## src/rtl/riscv_pkg.sv

```systemverilog
// Shared load/store encodings and MMIO register offsets.
// Used by data_memory and mmio_responder.
package riscv_pkg;

    localparam logic [2:0] F3_LB  = 3'b000;
    localparam logic [2:0] F3_LH  = 3'b001;
    localparam logic [2:0] F3_LW  = 3'b010;
    localparam logic [2:0] F3_LBU = 3'b100;
    localparam logic [2:0] F3_LHU = 3'b101;

    localparam logic [2:0] F3_SB  = 3'b000;
    localparam logic [2:0] F3_SH  = 3'b001;
    localparam logic [2:0] F3_SW  = 3'b010;

    localparam logic [7:0] OFF_TOHOST      = 8'h00;
    localparam logic [7:0] OFF_MTIME_LO    = 8'h08;
    localparam logic [7:0] OFF_MTIME_HI    = 8'h0C;
    localparam logic [7:0] OFF_MTIMECMP_LO = 8'h10;
    localparam logic [7:0] OFF_MTIMECMP_HI = 8'h14;
    localparam logic [7:0] OFF_TX_DATA     = 8'h18;
    localparam logic [7:0] OFF_STATUS      = 8'h1C;

    typedef enum logic [1:0] {
        SZ_BYTE = 2'b00,
        SZ_HALF = 2'b01,
        SZ_WORD = 2'b10
    } mem_size_e;

endpackage

```

## src/rtl/mmio_tx_fifo.sv

```systemverilog
// Console byte FIFO with wrap-bit pointers.
// Caller guarantees push is only raised when there is room.
module mmio_tx_fifo #(
    parameter int DEPTH = 8
) (
    input  logic       clk,
    input  logic       rst_n,
    input  logic       push,
    input  logic [7:0] wdata,
    input  logic       pop,
    output logic       full,
    output logic       empty,
    output logic [4:0] count,
    output logic [7:0] rdata
);

    localparam int AW = $clog2(DEPTH);

    logic [AW:0] wptr;
    logic [AW:0] rptr;
    logic [7:0]  mem [DEPTH];

    assign empty = (wptr == rptr);
    assign full  = (wptr[AW-1:0] == rptr[AW-1:0]) && (wptr[AW] != rptr[AW]);
    assign count = 5'(wptr - rptr);
    assign rdata = empty ? 8'h00 : mem[rptr[AW-1:0]];

    // Pointer advance and storage write.
    always_ff @(posedge clk or negedge rst_n) begin
        if (!rst_n) begin
            wptr <= '0;
            rptr <= '0;
            for (int i = 0; i < DEPTH; i++) begin
                mem[i] <= 8'h00;
            end
        end else begin
            if (push) begin
                mem[wptr[AW-1:0]] <= wdata;
                wptr <= wptr + 1'b1;
            end
            if (pop) begin
                rptr <= rptr + 1'b1;
            end
        end
    end

endmodule

```

## src/rtl/mmio_responder.sv

```systemverilog
// MEM-stage MMIO target: tohost halt, machine timer, byte console.
// Claims a 256-byte window at BASE_ADDR; read_data is zero off-window.
module mmio_responder
    import riscv_pkg::*;
#(
    parameter logic [31:0] BASE_ADDR  = 32'h4000_0000,
    parameter int          FIFO_DEPTH = 8
) (
    input  logic        clk,
    input  logic        reset,
    input  logic        MemWrite,
    input  logic        MemRead,
    input  logic [2:0]  funct3,
    input  logic [31:0] address,
    input  logic [31:0] write_data,
    output logic [31:0] read_data,
    output logic        hit,
    output logic        halt,
    output logic [30:0] halt_code,
    output logic        timer_irq,
    output logic        tx_valid,
    output logic [7:0]  tx_data,
    input  logic        tx_ready
);

    function automatic logic [3:0] size_mask(input logic [1:0] sz,
                                             input logic [1:0] ln);
        logic [3:0] m;
        m = 4'b0000;
        unique case (sz)
            SZ_BYTE: m = 4'b0001 << ln;
            SZ_HALF: m = (ln == 2'd3) ? 4'b0000 : (4'b0011 << ln);
            SZ_WORD: m = (ln == 2'd0) ? 4'b1111 : 4'b0000;
            default: m = 4'b0000;
        endcase
        return m;
    endfunction

    function automatic logic [31:0] lane_insert(input logic [31:0] old,
                                                input logic [31:0] data,
                                                input logic [3:0]  m,
                                                input logic [1:0]  ln);
        logic [31:0] sh;
        logic [31:0] bm;
        sh = data << {ln, 3'b000};
        bm = {{8{m[3]}}, {8{m[2]}}, {8{m[1]}}, {8{m[0]}}};
        return (old & ~bm) | (sh & bm);
    endfunction

    function automatic logic [31:0] lane_extract(input logic [31:0] word,
                                                 input logic [2:0]  f3,
                                                 input logic [1:0]  ln);
        logic [31:0] sh;
        logic [31:0] r;
        sh = word >> {ln, 3'b000};
        r  = 32'h0;
        unique case (f3)
            F3_LB:   r = {{24{sh[7]}}, sh[7:0]};
            F3_LH:   r = {{16{sh[15]}}, sh[15:0]};
            F3_LW:   r = sh;
            F3_LBU:  r = {24'h0, sh[7:0]};
            F3_LHU:  r = {16'h0, sh[15:0]};
            default: r = 32'h0;
        endcase
        return r;
    endfunction

    logic [1:0]  lane;
    logic [7:0]  woff;
    logic        store_ok;
    logic        load_ok;
    logic [3:0]  st_mask;
    logic [3:0]  ld_mask;
    logic        we;
    logic        wr_tohost, wr_mlo, wr_mhi, wr_clo, wr_chi, wr_tx, wr_status;
    logic [31:0] tohost;
    logic [31:0] mtime_lo, mtime_hi;
    logic [31:0] cmp_lo, cmp_hi;
    logic [63:0] mtime_nxt;
    logic        ovf;
    logic [31:0] rd_word;
    logic [31:0] st_word;
    logic        fifo_full, fifo_empty, push, pop;
    logic [4:0]  fifo_count;

    assign lane     = address[1:0];
    assign woff     = {address[7:2], 2'b00};
    assign hit      = (address[31:8] == BASE_ADDR[31:8]);
    assign store_ok = funct3 inside {F3_SB, F3_SH, F3_SW};
    assign load_ok  = funct3 inside {F3_LB, F3_LH, F3_LW, F3_LBU, F3_LHU};
    assign st_mask  = store_ok ? size_mask(funct3[1:0], lane) : 4'b0000;
    assign ld_mask  = load_ok ? size_mask(funct3[1:0], lane) : 4'b0000;
    assign we       = hit && MemWrite && (st_mask != 4'b0000);

    assign wr_tohost = we && (woff == OFF_TOHOST);
    assign wr_mlo    = we && (woff == OFF_MTIME_LO);
    assign wr_mhi    = we && (woff == OFF_MTIME_HI);
    assign wr_clo    = we && (woff == OFF_MTIMECMP_LO);
    assign wr_chi    = we && (woff == OFF_MTIMECMP_HI);
    assign wr_tx     = we && (woff == OFF_TX_DATA);
    assign wr_status = we && (woff == OFF_STATUS);

    // Register read mux; also the old value for sub-word merges.
    always_comb begin
        rd_word = 32'h0;
        case (woff)
            OFF_TOHOST:      rd_word = tohost;
            OFF_MTIME_LO:    rd_word = mtime_lo;
            OFF_MTIME_HI:    rd_word = mtime_hi;
            OFF_MTIMECMP_LO: rd_word = cmp_lo;
            OFF_MTIMECMP_HI: rd_word = cmp_hi;
            OFF_STATUS:      rd_word = {19'h0, fifo_count, 5'h0,
                                        ovf, fifo_full, fifo_empty};
            default:         rd_word = 32'h0;
        endcase
    end

    assign st_word   = lane_insert(rd_word, write_data, st_mask, lane);
    assign read_data = (hit && MemRead && (ld_mask != 4'b0000))
                     ? lane_extract(rd_word, funct3, lane) : 32'h0;

    // Next mtime: increment unless halted, a written half overrides.
    always_comb begin
        mtime_nxt = {mtime_hi, mtime_lo} + {63'h0, ~halt};
        if (wr_mlo) mtime_nxt[31:0]  = st_word;
        if (wr_mhi) mtime_nxt[63:32] = st_word;
    end

    // Timer, compare and registered interrupt.
    always_ff @(posedge clk or negedge reset) begin
        if (!reset) begin
            mtime_lo  <= 32'h0;
            mtime_hi  <= 32'h0;
            cmp_lo    <= 32'hFFFF_FFFF;
            cmp_hi    <= 32'hFFFF_FFFF;
            timer_irq <= 1'b0;
        end else begin
            {mtime_hi, mtime_lo} <= mtime_nxt;
            if (wr_clo) cmp_lo <= st_word;
            if (wr_chi) cmp_hi <= st_word;
            timer_irq <= ({mtime_hi, mtime_lo} >= {cmp_hi, cmp_lo});
        end
    end

    // tohost capture; halting write freezes further tohost updates.
    always_ff @(posedge clk or negedge reset) begin
        if (!reset) begin
            tohost    <= 32'h0;
            halt      <= 1'b0;
            halt_code <= 31'h0;
        end else if (wr_tohost && !halt) begin
            tohost <= st_word;
            if (st_word[0]) begin
                halt      <= 1'b1;
                halt_code <= st_word[31:1];
            end
        end
    end

    assign pop      = tx_valid && tx_ready;
    assign push     = wr_tx && (!fifo_full || pop);
    assign tx_valid = !fifo_empty;

    // Sticky overflow: set on a dropped byte, cleared by W1C.
    always_ff @(posedge clk or negedge reset) begin
        if (!reset) begin
            ovf <= 1'b0;
        end else if (wr_tx && fifo_full && !pop) begin
            ovf <= 1'b1;
        end else if (wr_status && st_mask[0] && write_data[2]) begin
            ovf <= 1'b0;
        end
    end

    mmio_tx_fifo #(
        .DEPTH(FIFO_DEPTH)
    ) u_fifo (
        .clk   (clk),
        .rst_n (reset),
        .push  (push),
        .wdata (write_data[7:0]),
        .pop   (pop),
        .full  (fifo_full),
        .empty (fifo_empty),
        .count (fifo_count),
        .rdata (tx_data)
    );

endmodule

```

## config.mk

```make
export PLATFORM = sky130hd
export DESIGN_NAME = mmio_responder
export DESIGN_NICKNAME = d
export VERILOG_FILES = /design/src/rtl/riscv_pkg.sv /design/src/rtl/mmio_tx_fifo.sv /design/src/rtl/mmio_responder.sv
export SDC_FILE = /design/constraint.sdc
export NUM_CORES = 1
export LEC_CHECK = 0
export ABC_CLOCK_PERIOD_IN_PS = 3100
export BUFFER_PORTS_ARGS = -buffer_cell sky130_fd_sc_hd__buf_2
export CORE_MARGIN = 1.5
export CORE_UTILIZATION = 55
export DETAILED_ROUTE_END_ITERATION = 8
export PLACE_DENSITY = 0.78
export SYNTH_ARGS = -nofsm -noshare
export SYNTH_HDL_FRONTEND = slang
export SYNTH_SLANG_ARGS = --single-unit
```

## constraint.sdc

```tcl
create_clock -name clk -period 3.1 [get_ports clk]
set_clock_uncertainty 0.15 [all_clocks]
set_input_delay 0.31 -clock clk [delete_from_list [all_inputs] [get_ports clk]]
set_output_delay 0.31 -clock clk [all_outputs]
set_load 0.005 [all_outputs]
```

==> results of run 1 <==
[final timing paths]
path / start / end / slack, ns
worst min register to register: tohost[12] / tohost[12] / 0.33
max in group asynchronous: reset / cmp_hi[12] / 1.76
worst max register to register: halt / mtime_hi[28] / 0.23
worst max-delay path: cmp_lo[7] / read_data[28] / -0.35
min in group asynchronous: reset / mtime_lo[14] / 0.12
worst min-delay path: write_data[0] / u_fifo.mem[56] / 0.05
[where the power goes]
group / internal (W) / switching (W)
combinational: 0.000465 / 0.000746
sequential: 0.00350 / 0.0000211
clock: 0.00244 / 0.00158
[flip-flops by register name, indices dropped and copies added (netlist names)]
signal,flops
mtime_lo,32
u_fifo.rptr,4
cmp_hi,32
cmp_lo,32
halt,1
mtime_hi,32
ovf,1
timer_irq,1
halt_code,31
u_fifo.wptr,4
u_fifo.mem,64
tohost,32
[cell families after synthesis]
kind of cell / Yosys count / synth area share
AND/OR/NAND/NOR: 625 / 0.181
AO/OA/AOI/OAI: 409 / 0.150
flip-flops: 266 / 0.410
buffers and inverters: 188 / 0.0453
multiplexers: 161 / 0.118
adder cells (fa/ha/maj): 78 / 0.0598
XOR/XNOR: 67 / 0.0357
[cell type report]
| cell class | instances | area, µm² |
|---|---|---|
| Clock buffer | 40 | 848 |
| Timing Repair Buffer | 341 | 2600 |
| Sequential cell | 266 | 6740 |
| Multi-Input combinational cell | 1340 | 9450 |
| Fill cell | 2217 | 8820 |
| Tap cell | 390 | 488 |
| Clock inverter | 16 | 282 |
| Inverter | 86 | 325 |
| Antenna cell | 1 | 2.50 |
[metal layers]
| metal | track usage | routed length, µm | vias to the layer above | share of wire |
|---|---|---|---|---|
| li1 | - | - | 6910 | - |
| met4 | 0.219 | 3980 | 2 | 0.066 |
| met2 | 0.609 | 27700 | 969 | 0.46 |
| met1 | 0.500 | 22700 | 7653 | 0.38 |
| met5 | 0 | 12 | - | 0.00020 |
| met3 | 0.0639 | 5640 | 216 | 0.094 |
[stage by stage]
stage	hold WS, ns	setup slack [ns]	utilization
floorplan	-0.136	-0.0975	-
global placement	0.163	-0.353	0.636
detailed placement	0.160	-0.309	0.636
CTS	0.0228	-0.305	0.695
global route	0.0431	-0.410	0.701
finish	0.0524	-0.354	0.701
[cells in the mapped netlist (5+ instances only)]
cell type,instances
a211oi_1,5
a21o_1,21
a21oi_1,155
a21oi_2,10
a222oi_1,17
a22oi_1,25
a31oi_1,9
and2_1,5
and3_1,42
and4_1,10
buf_1,12
buf_2,22
clkbuf_1,66
dfrtp_1,202
dfstp_2,64
ha_1,77
inv_1,85
mux2_1,6
mux2_2,92
mux2i_1,46
mux4_2,17
nand2_1,252
nand2b_1,14
nand3_1,53
nand3b_1,5
nand4_1,27
nor2_1,151
nor2b_1,6
nor3_1,19
nor4_1,13
o211ai_1,5
o21a_1,11
o21ai_0,120
or3b_2,6
xnor2_1,51
xor2_1,16
[repair_timing]
item,4_1_cts,5_1_grt
gates cloned,4,0
pin swaps,33,18
gates resized for setup,101,28
hold buffers,3,0
hold endpoints to repair,70,0
setup buffers,16,10
endpoints found under the setup margin,32,32
==> summary.txt, run 1 <==
Synthesis
  – Synthesized cell area: about 16000 µm²
  – Post-synth EDFFs: 0
  – Cell count after synthesis: about 1800
  – Post-synth net total: ~2000
  – Ys async rst share: 1.00
  – Yosys top cell area share: 0.308
  – Ys flop type: dfrtp_1
  – Ys Warns: 0
  – Avg Cell Area, Syn: ~9 µm²
  – Top post-synthesis cells by area: dfrtp_1 31%, dfstp_2 10%, mux2_2 6.3%, ha_1 5.9%, nand2_1 5.8%
  – Number of synthesized register bits: 266
  – Register area share after synthesis: 0.410
  – Largest area contributor in the netlist: dfrtp_1
  – Distinct cells, synth: 72

Placement
  – DP Cell Count: about 2400
  – Area after DPL: around 19000 µm²
  – Post-DP HPWL: ~43 mm
  – Buffers added on ports: about 150
  – Placer Congestion: between 0.9 and 1

Clock network
  – CTS tree: built
  – Clock Pin Slew Worst Setup and Hold Paths: approximately 0.060 ns
  – Clock Tree Root: clkbuf_16
  – Max clock buf depth: 3
  – Total CTS buffers: 30
  – H-tree levels: 1
  – Worst skew pair latency: about 0.6 ns
  – Clock sink total: about 270

Final layout
  – Most frequent cells in the layout: 245 x nand2_1, 201 x dfrtp_1, 158 x buf_4, 146 x nor2_1, 144 x buf_2
  – Non-filler cells, final: approximately 2500
  – Design area: approximately 21000 µm²
  – Share of cells above drive strength 1: 0.329
  – Most common cell after layout, fill and taps aside: nand2_1
  – # nets final: ~2200
  – Layout area overhead: 26.2%

STA
  – Rel. slew slack: 0.231
  – Slew Limit Fails: 0
  – FMAX: ~290 MHz
  – Setup-failing EPs final: 27
  – Setup TNS: -7.25 ns
  – Worst-margin pin slew: ~1.1 ns
  – Tmin final: 3.45 ns
  – Final Hold Viols: 0
  – RSZ-0062 raised after global routing: true
  – Setup ws final: -0.354 ns
  – Period utilisation layout: 1.11

Floorplanning
  – Die X: roughly 180 µm
  – Die Height: roughly 180 µm
  – IO Count: approximately 150
  – Initial Utilization: 0.556
  – Die ar.: ~31000 µm²
  – Total core area: 29600 µm²
  – Std-Cell Rows: 63

Setup path
  – Cell chain of the critical path: or3b_4 > o22ai_2 > a211oi_2 > mux4_2 > nor2b_4 > a31oi_4 > clkbuf_16 > a21oi_2 > buf_2
  – CP required: roughly 2.6 ns
  – Worst Reg-to-Reg Cells: 11
  – CP peak stage delay: roughly 0.58 ns
  – Startpoint types: register
  – Setup crit end kind: primary output
  – Critical path fanouts, max: 8
  – Classification of the worst setup path: register to primary output
  – Worst path depth: 9
  – CP max-delay cell: dfstp_2
  – Data arrival, critical path: between 2 and 3 ns
  – Buf/Inv on CP: 2
  – CP delay by family, top: flip-flops

Global route
  – Largest net degree at the start of global routing: 73
  – GR Util All Layers: 0.384
  – Vias in the first global route: ~15000
  – Initial antenna violation count: 2
  – First-pass GRT wire length: about 90 mm
  – Grt total ovfl: 0

Route
  – Drt total wl: approximately 60 mm
  – Vias per Instance: roughly 6.4
  – DR vias: roughly 16000
  – DR WL/cell: roughly 24 µm
  – 1st-iter DRT viols: just under 2000
  – Routed Antenna Nets: 0
  – First-pass DRT Iterations: 9
  – Remaining DRCs: 0

Outcome
  – Status: finished with violations
  – Failing checks: negative setup slack

Pwr
  – Power Density: between 400 and 500 nW/µm²
  – Static leakage: about 9.4 nW
  – Final Power: approximately 0.0088 W
  – Peak VDD IR: ~680 µV

Hold path
  – Hold path cells: 2
  – Worst hold path type: input pin to register

Flow run
  – Max cap viols: 0
(Power assumes the default switching activity.)
==> run 2, diff against run 1 <==
--- a/config.mk
+++ b/config.mk
@@ -7,9 +7,11 @@
 export LEC_CHECK = 0
 export ABC_CLOCK_PERIOD_IN_PS = 3100
 export BUFFER_PORTS_ARGS = -buffer_cell sky130_fd_sc_hd__buf_2
+export CORE_ASPECT_RATIO = 0.75
 export CORE_MARGIN = 1.5
 export CORE_UTILIZATION = 55
 export DETAILED_ROUTE_END_ITERATION = 8
+export GPL_TIMING_DRIVEN = 0
 export PLACE_DENSITY = 0.78
 export SYNTH_ARGS = -nofsm -noshare
 export SYNTH_HDL_FRONTEND = slang
==> run 2 against run 1 <==
The run still ends with negative setup slack left. Critical endpoint is now read_data[23]. Core utilization down 0.61 points. Routed wire length rose by 8.6%. Sequential power about the same. Sequential share of layout area up 0.63 points. Register-to-register slack worse by 0.18 ns. First-iteration DRC count grew 13%.
==> summary.txt, run 2 (synthesis gave the netlist of run 1 again) <==
Outcome
  – Status: finished with violations
  – Failing checks: negative setup slack

Placement
  – Post-DP HPWL: 47.1 mm (+10%)
  – Placer Congestion: 1.04 (+6.7%)
  – Buffers added on ports: 146 (unchanged)
  – Area after DPL: 17900 µm² (-4.9%)

Route
  – DR vias: 16172 (+2.7%)
  – Routed Antenna Nets: 0 (unchanged)
  – DR WL/cell: 26.6 µm (+9.8%)
  – Remaining DRCs: 0 (unchanged)
  – 1st-iter DRT viols: 2205 (+13%)
  – Drt total wl: 65.2 mm (+8.6%)
  – First-pass DRT Iterations: 9 (unchanged)
  – Vias per Instance: 6.60 (+3.9%)

Floorplanning
  – IO Count: 147 (unchanged)
  – Die ar.: 30900 µm² (about the same)
  – Die Height: 153 µm (-13%)
  – Initial Utilization: 0.562 (+0.00578)
  – Total core area: 29300 µm² (-1.0%)
  – Std-Cell Rows: 54 (-14%)
  – Die X: 203 µm (+15%)

Global route
  – Initial antenna violation count: 1 (-1)
  – Vias in the first global route: 15446 (+1.6%)
  – First-pass GRT wire length: 96.4 mm (+7.2%)
  – Largest net degree at the start of global routing: 124 (+70%)
  – Grt total ovfl: 0 (unchanged)
  – GR Util All Layers: 0.418 (+0.0337)

Clock network
  – Total CTS buffers: 28 (-6.7%)
  – CTS tree: built
  – Clock sink total: 266 (unchanged)
  – H-tree levels: 1 (unchanged)
  – Worst skew pair latency: 0.58 ns (-0.02 ns)
  – Clock Tree Root: clkbuf_16
  – Max clock buf depth: 3 (unchanged)
  – Clock Pin Slew Worst Setup and Hold Paths: 0.07 ns (about the same)

STA
  – Worst-margin pin slew: 1.26 ns (+0.108 ns)
  – Final Hold Viols: 0 (unchanged)
  – Slew Limit Fails: 0 (unchanged)
  – Tmin final: 3.49 ns (+0.0369 ns)
  – Setup ws final: -0.391 ns (-0.0369 ns)
  – Rel. slew slack: 0.158 (-0.0726)
  – FMAX: 286 MHz (-1.1%)
  – Period utilisation layout: 1.13 (+0.0119)
  – Setup-failing EPs final: 30 (+11%)
  – RSZ-0062 raised after global routing: true
  – Setup TNS: -7.79 ns (-0.537 ns)

Pwr
  – Comb pwr share: 0.157 (+0.019)
  – Peak VDD IR: 386 µV (-43%)
  – Power Density: 417 nW/µm² (-1.2%)
  – Static leakage: 9.12 nW (-3.1%)
  – Clock share of power: 0.427 (-0.032)
  – Sequential share of power: 0.416 (+0.013)
  – Sw frac: 0.276 (+0.00785)
  – Switching power: 0.00234 W (-0.20%)
  – Internal cell power: 0.00615 W (-4.1%)

Setup path
  – Setup crit end kind: primary output
  – Critical path fanouts, max: 8 (unchanged)
  – Startpoint types: register
  – Classification of the worst setup path: register to primary output
  – CP required: 2.64 ns (about the same)
  – Data arrival, critical path: 3.03 ns (+0.04 ns)

Hold path
  – Worst hold path type: input pin to async pin

Final layout
  – Design area: 20300 µm² (-1.9%)
  – Largest register FFs: 64 (unchanged)
  – Number of fill cells: 2273 (+2.5%)
  – Share of cells above drive strength 1: 0.311 (-0.0182)
  – # nets final: 2188 (-1.2%)
  – Most frequent cells in the layout: 250 x nand2_1, 201 x dfrtp_1, 156 x buf_2, 146 x nor2_1, 141 x a21oi_1
  – Layout area overhead: 23.8%
  – ANT cells: 0 (-1)
  – Largest reg by FF count: u_fifo.mem
  – Most common cell after layout, fill and taps aside: nand2_1

Flow run
  – Max cap viols: 0 (unchanged)
==> run 2: per-layer routing <==
metal	global-route usage	vias up	wire (µm)
met5	0	-	13
met4	0.174	2	3150
met3	0.142	221	9570
met2	0.580	1217	26500
met1	0.593	7864	26000
li1	-	6868	-
==> run 2: power by group through the flow <==
stage / combinational (W) / sequential, W / clock, W
global route: 0.00140 / 0.00353 / 0.00375
finish: 0.00134 / 0.00353 / 0.00362
floorplan: 0.000613 / 0.00358 / 0
CTS: 0.00123 / 0.00352 / 0.00362
global placement: 0.000988 / 0.00358 / 0
detailed placement: 0.00101 / 0.00358 / 0
==> run 2: area by class of cell <==
class | count | area (µm²) | share of cell area
multi-input combinational | 1341 | 9670 | 0.475
clock inverter | 13 | 184 | 0.00904
inverter | 86 | 334 | 0.0164
tap | 392 | 490 | 0.0241
timing repair buffer | 216 | 1430 | 0.0701
sequential | 266 | 6740 | 0.331
buffer | 99 | 712 | 0.0350
clock buffer | 39 | 792 | 0.0389
==> run 2: repair_timing <==
item	in CTS	in global routing
gates cloned	4	0
pin swaps	45	23
setup buffers	45	14
hold buffers	4	0
setup endpoints to repair	296	231
endpoints found under the hold margin	101	0
gates resized for setup	167	109
==> run 2: critical path: stages, from the launching register on <==
cell and delay, ns:
dfstp_2 0.59, or3b_4 0.41, o22ai_4 0.14, a2111oi_4 0.06, mux4_2 0.55, nor2b_4 0.17, a31oi_4 0.08, buf_6 0.19
a21oi_2 0.13, buf_2 0.13
==> run 2: per-stage QoR <==
stage	hold slack (ns)	utilization	setup WS (ns)	cells	total power, W
floorplan	-0.136	-	-0.0975	1794	0.00419
global placement	0.309	0.608	-3.30	2332	0.00457
detailed placement	0.108	0.611	-1.30	2336	0.00459
CTS	0.0788	0.681	-0.334	2439	0.00837
global route	0.123	0.695	-0.429	2452	0.00868
finish	0.0949	0.695	-0.391	2452	0.00849
==> run 2: worst paths after layout <==
| path | start | endpoint | slack [ns] | cells after the start |
|---|---|---|---|---|
| hold / removal | reset | mtime_hi[22] | 0.09 | 2 |
| hold reg to reg | tohost[23] | tohost[23] | 0.33 | 2 |
| setup reg to reg | halt | mtime_lo[27] | 0.05 | 9 |
| max in group asynchronous | reset | u_fifo.wptr[0] | 1.61 | 3 |
| setup / recovery | cmp_lo[15] | read_data[23] | -0.39 | 9 |
| min in group clk | MemWrite | ovf | 0.12 | 6 |
